$ cat src/rtl/beta_rd_ctrl.sv
// Read-side sequencer for the layered beta memory: issues P-wide beat reads and streams them out.
// Optional stall counter port stall_cnt when BETA_RD_PERF_EN is defined.
//
// state | meaning
// IDLE  | waiting for a read request
// ISSUE | issuing beat reads as FIFO credit allows
// DRAIN | all beats issued, waiting for in-flight data and FIFO to empty
// ERR   | one-cycle illegal-layer pulse, no memory access
module beta_rd_ctrl #(
  parameter int P          = 16,
  parameter int Q          = 6,
  parameter int FIFO_DEPTH = 3
) (
  input  logic           clk,
  input  logic           rst,
  input  logic           req_valid,
  output logic           req_ready,
  input  logic [4:0]     req_layer,
  input  logic [8:0]     req_addr,
  output logic [4:0]     ram_layer_r,
  output logic [5:0]     ram_cntb,
  output logic [8:0]     ram_r_address,
  output logic           ram_r_en,
  input  logic [P*Q-1:0] ram_b_out,
  output logic           out_valid,
  input  logic           out_ready,
  output logic [P*Q-1:0] out_data,
  output logic [5:0]     out_beat,
  output logic           out_last,
  output logic           busy,
  output logic           err_layer
`ifdef BETA_RD_PERF_EN
  ,output logic [15:0]   stall_cnt
`endif
);

  localparam int DW = P * Q;
  localparam int PW = (FIFO_DEPTH > 1) ? $clog2(FIFO_DEPTH) : 1;
  localparam int CW = $clog2(FIFO_DEPTH + 1);

  localparam logic [1:0] S_IDLE  = 2'd0;
  localparam logic [1:0] S_ISSUE = 2'd1;
  localparam logic [1:0] S_DRAIN = 2'd2;
  localparam logic [1:0] S_ERR   = 2'd3;

  logic [1:0]    state_q, state_d;
  logic [4:0]    layer_q, layer_d;
  logic [8:0]    addr_q, addr_d;
  logic [5:0]    beat_q, beat_d;
  logic [5:0]    last_beat_q, last_beat_d;
  logic          inflight_q, inflight_d;
  logic [5:0]    infl_beat_q, infl_beat_d;
  logic          infl_last_q, infl_last_d;
  logic [PW-1:0] wr_ptr_q, wr_ptr_d;
  logic [PW-1:0] rd_ptr_q, rd_ptr_d;
  logic [CW-1:0] count_q, count_d;
  logic [CW:0]   used;
  logic          credit_ok;
  logic          push;
  logic          pop;
  logic          req_legal;

  logic [DW-1:0] fifo_data_q [FIFO_DEPTH];
  logic [5:0]    fifo_beat_q [FIFO_DEPTH];
  logic          fifo_last_q [FIFO_DEPTH];

  function automatic logic [5:0] last_beat_of(input logic [4:0] l);
    case (l)
      5'd5:    return 6'd1;
      5'd6:    return 6'd3;
      5'd7:    return 6'd7;
      5'd8:    return 6'd15;
      default: return 6'd0;
    endcase
  endfunction

  // Credit counts the in-flight read so a push can never land on a full FIFO.
  assign used      = {1'b0, count_q} + {{CW{1'b0}}, inflight_q};
  assign credit_ok = used < (CW + 1)'(FIFO_DEPTH);
  assign ram_r_en  = (state_q == S_ISSUE) && credit_ok;

  assign req_legal = (req_layer != 5'd0) && (req_layer <= 5'd8);
  assign push      = inflight_q;
  assign out_valid = (count_q != '0);
  assign pop       = out_valid && out_ready;

  assign req_ready     = (state_q == S_IDLE);
  assign busy          = (state_q != S_IDLE);
  assign err_layer     = (state_q == S_ERR);
  assign ram_layer_r   = layer_q;
  assign ram_r_address = addr_q;
  assign ram_cntb      = beat_q;

  assign out_data = out_valid ? fifo_data_q[rd_ptr_q] : '0;
  assign out_beat = out_valid ? fifo_beat_q[rd_ptr_q] : '0;
  assign out_last = out_valid ? fifo_last_q[rd_ptr_q] : 1'b0;

  always_comb begin
    count_d  = count_q;
    wr_ptr_d = wr_ptr_q;
    rd_ptr_d = rd_ptr_q;
    if (push) wr_ptr_d = (wr_ptr_q == PW'(FIFO_DEPTH - 1)) ? '0 : wr_ptr_q + PW'(1);
    if (pop)  rd_ptr_d = (rd_ptr_q == PW'(FIFO_DEPTH - 1)) ? '0 : rd_ptr_q + PW'(1);
    case ({push, pop})
      2'b10:   count_d = count_q + CW'(1);
      2'b01:   count_d = count_q - CW'(1);
      default: count_d = count_q;
    endcase
  end

  always_comb begin
    state_d     = state_q;
    layer_d     = layer_q;
    addr_d      = addr_q;
    beat_d      = beat_q;
    last_beat_d = last_beat_q;
    inflight_d  = ram_r_en;
    infl_beat_d = ram_r_en ? beat_q : infl_beat_q;
    infl_last_d = ram_r_en ? (beat_q == last_beat_q) : infl_last_q;
    case (state_q)
      S_IDLE: begin
        if (req_valid) begin
          layer_d     = req_layer;
          addr_d      = req_addr;
          beat_d      = 6'd0;
          last_beat_d = last_beat_of(req_layer);
          state_d     = req_legal ? S_ISSUE : S_ERR;
        end
      end
      S_ISSUE: begin
        if (ram_r_en) begin
          beat_d = beat_q + 6'd1;
          if (beat_q == last_beat_q) state_d = S_DRAIN;
        end
      end
      S_DRAIN: begin
        // Looks at the post-pop count so the final beat's pop returns us to IDLE.
        if (!inflight_q && (count_d == '0)) state_d = S_IDLE;
      end
      default: state_d = S_IDLE;
    endcase
  end

  always_ff @(posedge clk) begin
    if (rst) begin
      state_q     <= S_IDLE;
      layer_q     <= '0;
      addr_q      <= '0;
      beat_q      <= '0;
      last_beat_q <= '0;
      inflight_q  <= 1'b0;
      infl_beat_q <= '0;
      infl_last_q <= 1'b0;
      wr_ptr_q    <= '0;
      rd_ptr_q    <= '0;
      count_q     <= '0;
    end else begin
      state_q     <= state_d;
      layer_q     <= layer_d;
      addr_q      <= addr_d;
      beat_q      <= beat_d;
      last_beat_q <= last_beat_d;
      inflight_q  <= inflight_d;
      infl_beat_q <= infl_beat_d;
      infl_last_q <= infl_last_d;
      wr_ptr_q    <= wr_ptr_d;
      rd_ptr_q    <= rd_ptr_d;
      count_q     <= count_d;
    end
  end

  always_ff @(posedge clk) begin
    if (push) begin
      fifo_data_q[wr_ptr_q] <= ram_b_out;
      fifo_beat_q[wr_ptr_q] <= infl_beat_q;
      fifo_last_q[wr_ptr_q] <= infl_last_q;
    end
  end

`ifdef BETA_RD_PERF_EN
  logic [15:0] stall_q, stall_d;
  logic        stall_evt;

  always_comb begin
    stall_evt = (out_valid && !out_ready) || ((state_q == S_ISSUE) && !ram_r_en);
    stall_d   = stall_q;
    if (stall_evt && (stall_q != 16'hFFFF)) stall_d = stall_q + 16'd1;
  end

  always_ff @(posedge clk) begin
    if (rst) stall_q <= '0;
    else     stall_q <= stall_d;
  end

  assign stall_cnt = stall_q;
`endif

endmodule

$ cat config.mk
export PLATFORM = sky130hd
export DESIGN_NAME = beta_rd_ctrl
export DESIGN_NICKNAME = d
export VERILOG_FILES = /design/src/rtl/beta_rd_ctrl.sv
export SDC_FILE = /design/constraint.sdc
export NUM_CORES = 1
export LEC_CHECK = 0
export CAP_MARGIN = 30
export CORE_ASPECT_RATIO = 0.5
export CORE_MARGIN = 4
export CORE_UTILIZATION = 53
export DETAILED_ROUTE_END_ITERATION = 16
export GPL_TIMING_DRIVEN = 0
export PLACE_DENSITY = 0.92
export SLEW_MARGIN = 30
export SYNTH_ARGS = -nofsm -noshare
export SYNTH_HDL_FRONTEND = slang
export SYNTH_SLANG_ARGS = --single-unit
$ cat constraint.sdc
create_clock -name clk -period 9.5 [get_ports clk]
set_input_delay 2.375 -clock clk [delete_from_list [all_inputs] [get_ports clk]]
set_output_delay 2.375 -clock clk [all_outputs]
set_load 0.03 [all_outputs]
* Yosys cells after proc, flatten, opt, wreduce, memory -nomap -nowiden
Memory sizes are Yosys's and may differ from the RTL's. A register that Yosys moved wholly into a read port is not among the register bits.
Cells that the tools add are included.
** Cells by class
- Order comparisons :: 2
- Reductions and logical operators :: 14
- Equal/unequal tests :: 16
- Mux-type cells :: 24
- $add $sub $neg :: 6
** Operators with widths (count)
- $mux 96 :: 1
- $mux 2 :: 13
- $mux 6 :: 3
- $pmux 4 s4 :: 1
- $eq 5x3->1 const B :: 3
- $pmux 6 s2 :: 1
- $eq 2x2->1 const B :: 5
- $add 2x1->2 const B :: 3
- $add 6x1->6 const B :: 1
- $eq 6x6->1 :: 1
- $ne 2x2->1 const B :: 3
- $pmux 2 s3 :: 1
- $reduce_bool 2->1 :: 3
- $eq 5x4->1 const B :: 1
- $le 5x4->1 const B :: 1
- $reduce_bool 5->1 :: 1
- $eq 2x1->1 const B :: 2
- $logic_and 1x1->1 :: 4
- $logic_not 2->1 :: 2
- $pmux 2 s2 :: 1
- $reduce_and 4->1 :: 1
- $add 2x1->3 :: 1
- $lt 3x2->1 const B :: 1
- $mux 1 :: 3
- 5 further kinds :: 5
** Storage, ports and cells
- Memories kept :: 3
- Register bits :: 42
- Bits of input ports :: 114
- Bits in writable memories :: 309
** Memories
- fifo_data_q :: words 3, bits a word 96, rd ports 1, clocked after memory_dff 1, wr ports 1, RTL line 63 : logic [DW-1:0] fifo_data_q [FIFO_DEPTH];
- fifo_beat_q :: words 3, bits a word 6, rd ports 1, clocked after memory_dff 1, wr ports 1, RTL line 64 : logic [5:0] fifo_beat_q [FIFO_DEPTH];
- fifo_last_q :: words 3, bits a word 1, rd ports 1, clocked after memory_dff 1, wr ports 1, RTL line 65 : logic fifo_last_q [FIFO_DEPTH];

* Longest topological paths before layout
- Depth in word-level cells :: 8
- Mapped depth :: 8

* Worst setup path before layout
OpenSTA, ideal clock, no wires.
- Path type :: reg-to-reg
- Start :: register inflight_q
- End :: memory fifo_beat_q[0][0] (enable)
- Slack :: 1265 ps
- Cell stages (with the launch flop) :: 3
- Arrival :: 7541 ps
- Period minus slack after synthesis :: 8235 ps
- Library setup time :: 694 ps
- Buffers on the path :: 0
- Cells stage by stage :: dfxtp_1 > inv_1 > nor3_1
** Between the ends
- Longest elaborated chain between the ends :: 2
** Ends and longest elaborated chain
- start, declared :: RTL line 51 : logic inflight_q, inflight_d;
- start signal, assigned :: RTL line 163 : inflight_q <= inflight_d;
- $mux 1 :: RTL line 173 : if (push) begin
- $mux 1 (not written as such) :: RTL line 175 : fifo_beat_q[wr_ptr_q] <= infl_beat_q;
- end, declared :: RTL line 64
No other way between the ends.

* Final worst setup path
- Start :: register count_q[1]
- End :: output out_data[84]
** Between the ends
- Longest elaborated chain between the ends :: 2
** Ends and longest elaborated chain
- start, declared :: RTL line 56 : logic [CW-1:0] count_q, count_d;
- start signal, assigned :: RTL line 168 : count_q <= count_d;
- $reduce_bool 2->1 :: RTL line 84 : assign out_valid = (count_q != '0);
- $mux 96 :: RTL line 94 : assign out_data = out_valid ? fifo_data_q[rd_ptr_q] : '0;
- end, declared :: RTL line 27 : output logic [P*Q-1:0] out_data,
No other way between the ends.

==> key figures <==
Drt
  • DRC violations left: 0
  • DRT Pass-1 Iters: 5
  • Met1 wire length: 13,400 um
  • Top Layer Used: met4
  • Final wirelength: roughly 36,000 um
  • Routed vias/inst: approximately 5.6
  • Met2 wire length: approximately 19,000 um
  • Vias: roughly 9.2k
  • First DRT Iteration DRCs: between 800 and 900
  • ANT nets after route: 0
  • Avg WL per Cell: between 20 and 25 um
  • WL met3: 1810 um

Final layout
  • Sequential cell area: approximately 10,000 um2
  • Area Overhead vs Synth: 31.8%
  • Layout cells sized above 1: between 8 and 9%
  • Area occupied by multi-input gates: 3170 um2
  • Final Cell Area: 17,900 um2
  • Fillers: approximately 1.5k
  • Final net count: ~1.4k

Power and ir drop
  • Leak: between 6 and 7 nW
  • Pint: between 2 and 3 mW
  • Comb pwr share: 21.7%
  • Switching power: 1.07 mW
  • Clock power frac: roughly 33%
  • Pwr Density: ~210 nW/um2
  • Flop pwr share: a little under half
  • Sw Share: approximately 28%
  • Maximum vdd drop: 0.127 mV

Floorplan
  • Die Ht: between 100 and 150 um
  • Initial core utilization: a little over half
  • FP Rows: a little over 40
  • I/O pin count: between 200 and 250
  • Core area: around 25,000 um2
  • Die extent in x: ~230 um
  • Die ar.: roughly 28,000 um2

Timing
  • Endpoints failing hold: 0
  • Relative slew margins: 50.5%
  • Setup TNS: 0 ns
  • Unrepaired setup endpoints after global routing: no
  • Crit path time final: approximately 5.5 ns
  • Final number of setup-violating endpoints: 0
  • Final slew viol count: 0
  • Fmax: 181 MHz
  • Crit share post-route: between 50% and 60%
  • Actual slew at the worst max-slew pin: ~0.74 ns
  • Worst Skew: 0.0130 ns

Global route
  • Congestion Overflow GR: 0
  • Largest net degree at the start of global routing: 22
  • GRT Util Overall: between 20% and 30%
  • Antenna violations before repair: 2
  • First-pass GRT wire length: ~54,000 um
  • Vias in the first global route: 9,528

Worst setup path
  • CP arrival: 3.15 ns
  • CP max stage cell: clkdlybuf4s50_1
  • CP endpoint kind: output port
  • CP max stage delay: between 0.6 and 0.7 ns
  • Most used cell, CP: nor2_1
  • CP Class: register to output port
  • Type of origin of the critical path: register
  • WP data required: ~7.1 ns
  • CP Cell Sequence: nor2_1, buf_2, buf_1, nor2_1, clkdlybuf4s50_1
  • Critical path fanouts, max: 10

Place
  • GP Congestion: between 0.8 and 0.9
  • IO buf count: 241
  • Placed Instance Area: 16,900 um2
  • Hpwl dp: between 20,000 and 25,000 um

Clock network
  • Post-CTS Setup Repair Bufs: 0
  • H-tree levels: 1
  • Clock transition at path regs: about 0.07 ns
  • CTS sink count: ~350
  • CTS max path bufs: 3
  • CTS tree: yes
  • Clk root buf: clkbuf_16
  • Hold buffer count at CTS: 0
  • Worst-skew pair later-pin latency: ~0.56 ns
  • CTS resizes: 0
  • CTS Buf Count: 31

Synthesis
  • Syn_area_per_cell: around 14 um2
  • Yosys top cell by area: edfxtp_1
  • Largest cells by area after synthesis: edfxtp_1, mux2i_1, dfxtp_1
  • Synth Warn #: 0
  • Syn_nets: 1,094
  • Netlist Area Pre-Place: 13,600 um2
  • Post-synth top area share: between 60% and 70%
  • Yosys reg bits: around 350
  • Distinct cell type count after synthesis: 40
  • Post-Synthesis Cells: between 900 and 1k
  • Post-synthesis sequential area ratio: approximately three quarters

Worst hold path
  • Worst Hold Class: register to register

Run status
  • Status: finished, final reports clean

Run
  • Max_cap viols: 0
==> cell families after synthesis <==
logic type	count (synthesis)	synth area share, %
flops	351	74.5
simple gates	298	8.79
mux	105	7.76
compound gates	145	5.65
xor+xnor	10	0.645
buf+inv	63	2.27
fa+ha+maj	4	0.369
==> final timing paths <==
kind / from / endpoint / slack [ns] / cells past startpoint
worst max-delay path: count_q[1]$_SDFF_PP0_ / out_data[84] / 3.98 / 5
worst min-delay path: ram_r_address[6]$_SDFFE_PP0P_ / ram_r_address[6]$_SDFFE_PP0P_ / 0.47 / 2
worst max register to register: inflight_q$_SDFF_PP0_ / fifo_data_q[0][52]$_DFFE_PP_ / 6.85 / 8
worst min register to register: ram_r_address[6]$_SDFFE_PP0P_ / ram_r_address[6]$_SDFFE_PP0P_ / 0.47 / 2
==> per-layer routing <==
metal	track usage, %	vias to the layer above
met4	9.87	0
met3	4.20	106
met1	29.6	4566
met2	43.8	393
li1	-	4146
met5	0	-
==> synth_stat cells, drive strengths merged <==
cell and count:
o21ba 1, nand4 4, xor2 9, ha 4
o21a 1, and2 3, edfxtp 309, nor3 6
nor3b 2, nor2 221, mux2i 103, clkbuf 25
a211oi 1, dfxtp 42, or2 1, or3b 1
inv 6, nand3 3, nor2b 1, and3 2
or3 2, o22a 2, a311oi 2, nor4 2
clkinv 1, a31oi 1, buf 31, xnor2 1
o21ai 3, mux2 2, nand2 49, a211o 1
nand3b 1, a21oi 133
==> worst max-delay path: cells and delay by family, from the launching register on <==
| kind | cells | cell delay (ns) |
|---|---|---|
| buffers and inverters | 3 | 1.53 |
| flip-flops | 1 | 0.38 |
| AND/OR/NAND/NOR | 2 | 0.68 |
==> cell usage in the layout, fill, tap and decap left out, types with 3 or more instances in the layout <==
| cell | instances |
|---|---|
| diode_2 | 3 |
| buf_4 | 23 |
| a21oi_1 | 130 |
| xor2_1 | 9 |
| inv_1 | 4 |
| nor2_1 | 219 |
| buf_6 | 4 |
| clkbuf_8 | 5 |
| nand4_1 | 4 |
| clkinv_1 | 6 |
| clkdlybuf4s50_1 | 241 |
| clkinv_2 | 4 |
| clkbuf_16 | 31 |
| mux2i_1 | 103 |
| ha_1 | 4 |
| buf_1 | 5 |
| nor3_1 | 5 |
| edfxtp_1 | 309 |
| nand3_1 | 3 |
| buf_2 | 15 |
| clkbuf_1 | 27 |
| buf_16 | 11 |
| nand2_1 | 48 |
| o21ai_0 | 3 |
| clkbuf_4 | 3 |
| and2_1 | 3 |
| a21oi_2 | 3 |
| dfxtp_1 | 42 |
==> power by group through the flow <==
stage / clock network, mW / logic [mW] / registers, mW
finish: 1.25 / 0.829 / 1.74
floorplan: 0 / 0.456 / 1.78
CTS: 1.26 / 0.829 / 1.74
detailed placement: 0 / 0.814 / 1.77
global route: 1.33 / 0.872 / 1.74
global placement: 0 / 0.783 / 1.78
==> state kept, by name, indices dropped and copies added, names as in the netlist, named ones only <==
signal	count
infl_last_q	1
wr_ptr_q	2
inflight_q	1
fifo_last_q	3
fifo_beat_q	18
state_q	2
ram_layer_r	5
ram_cntb	6
infl_beat_q	6
fifo_data_q	288
ram_r_address	9
count_q	2
last_beat_q	4
rd_ptr_q	2
==> final cells by class <==
type | count | share of cell area, %
Clock inverter | 15 | 0.727
Tap cell | 344 | 2.41
Multi-Input combinational cell | 562 | 17.7
Inverter | 7 | 0.147
Timing Repair Buffer | 269 | 15.9
Buffer | 56 | 1.57
Sequential cell | 351 | 56.5
Antenna cell | 3 | 0.0419
Clock buffer | 41 | 4.89
==> metrics by stage <==
stage | hold WS, ns | utilization, % | power, mW | instances | worst slack, ns
global placement | 0.442 | 65.2 | 2.56 | 1561 | -3.28
global route | 0.484 | 71.0 | 3.95 | 1647 | 3.83
detailed placement | 0.454 | 67.0 | 2.58 | 1589 | 4.60
floorplan | 0.443 | - | 2.24 | 976 | 1.26
CTS | 0.462 | 71.0 | 3.82 | 1645 | 3.97
finish | 0.467 | 71.0 | 3.82 | 1648 | 3.98
(Power assumes the default switching activity.)
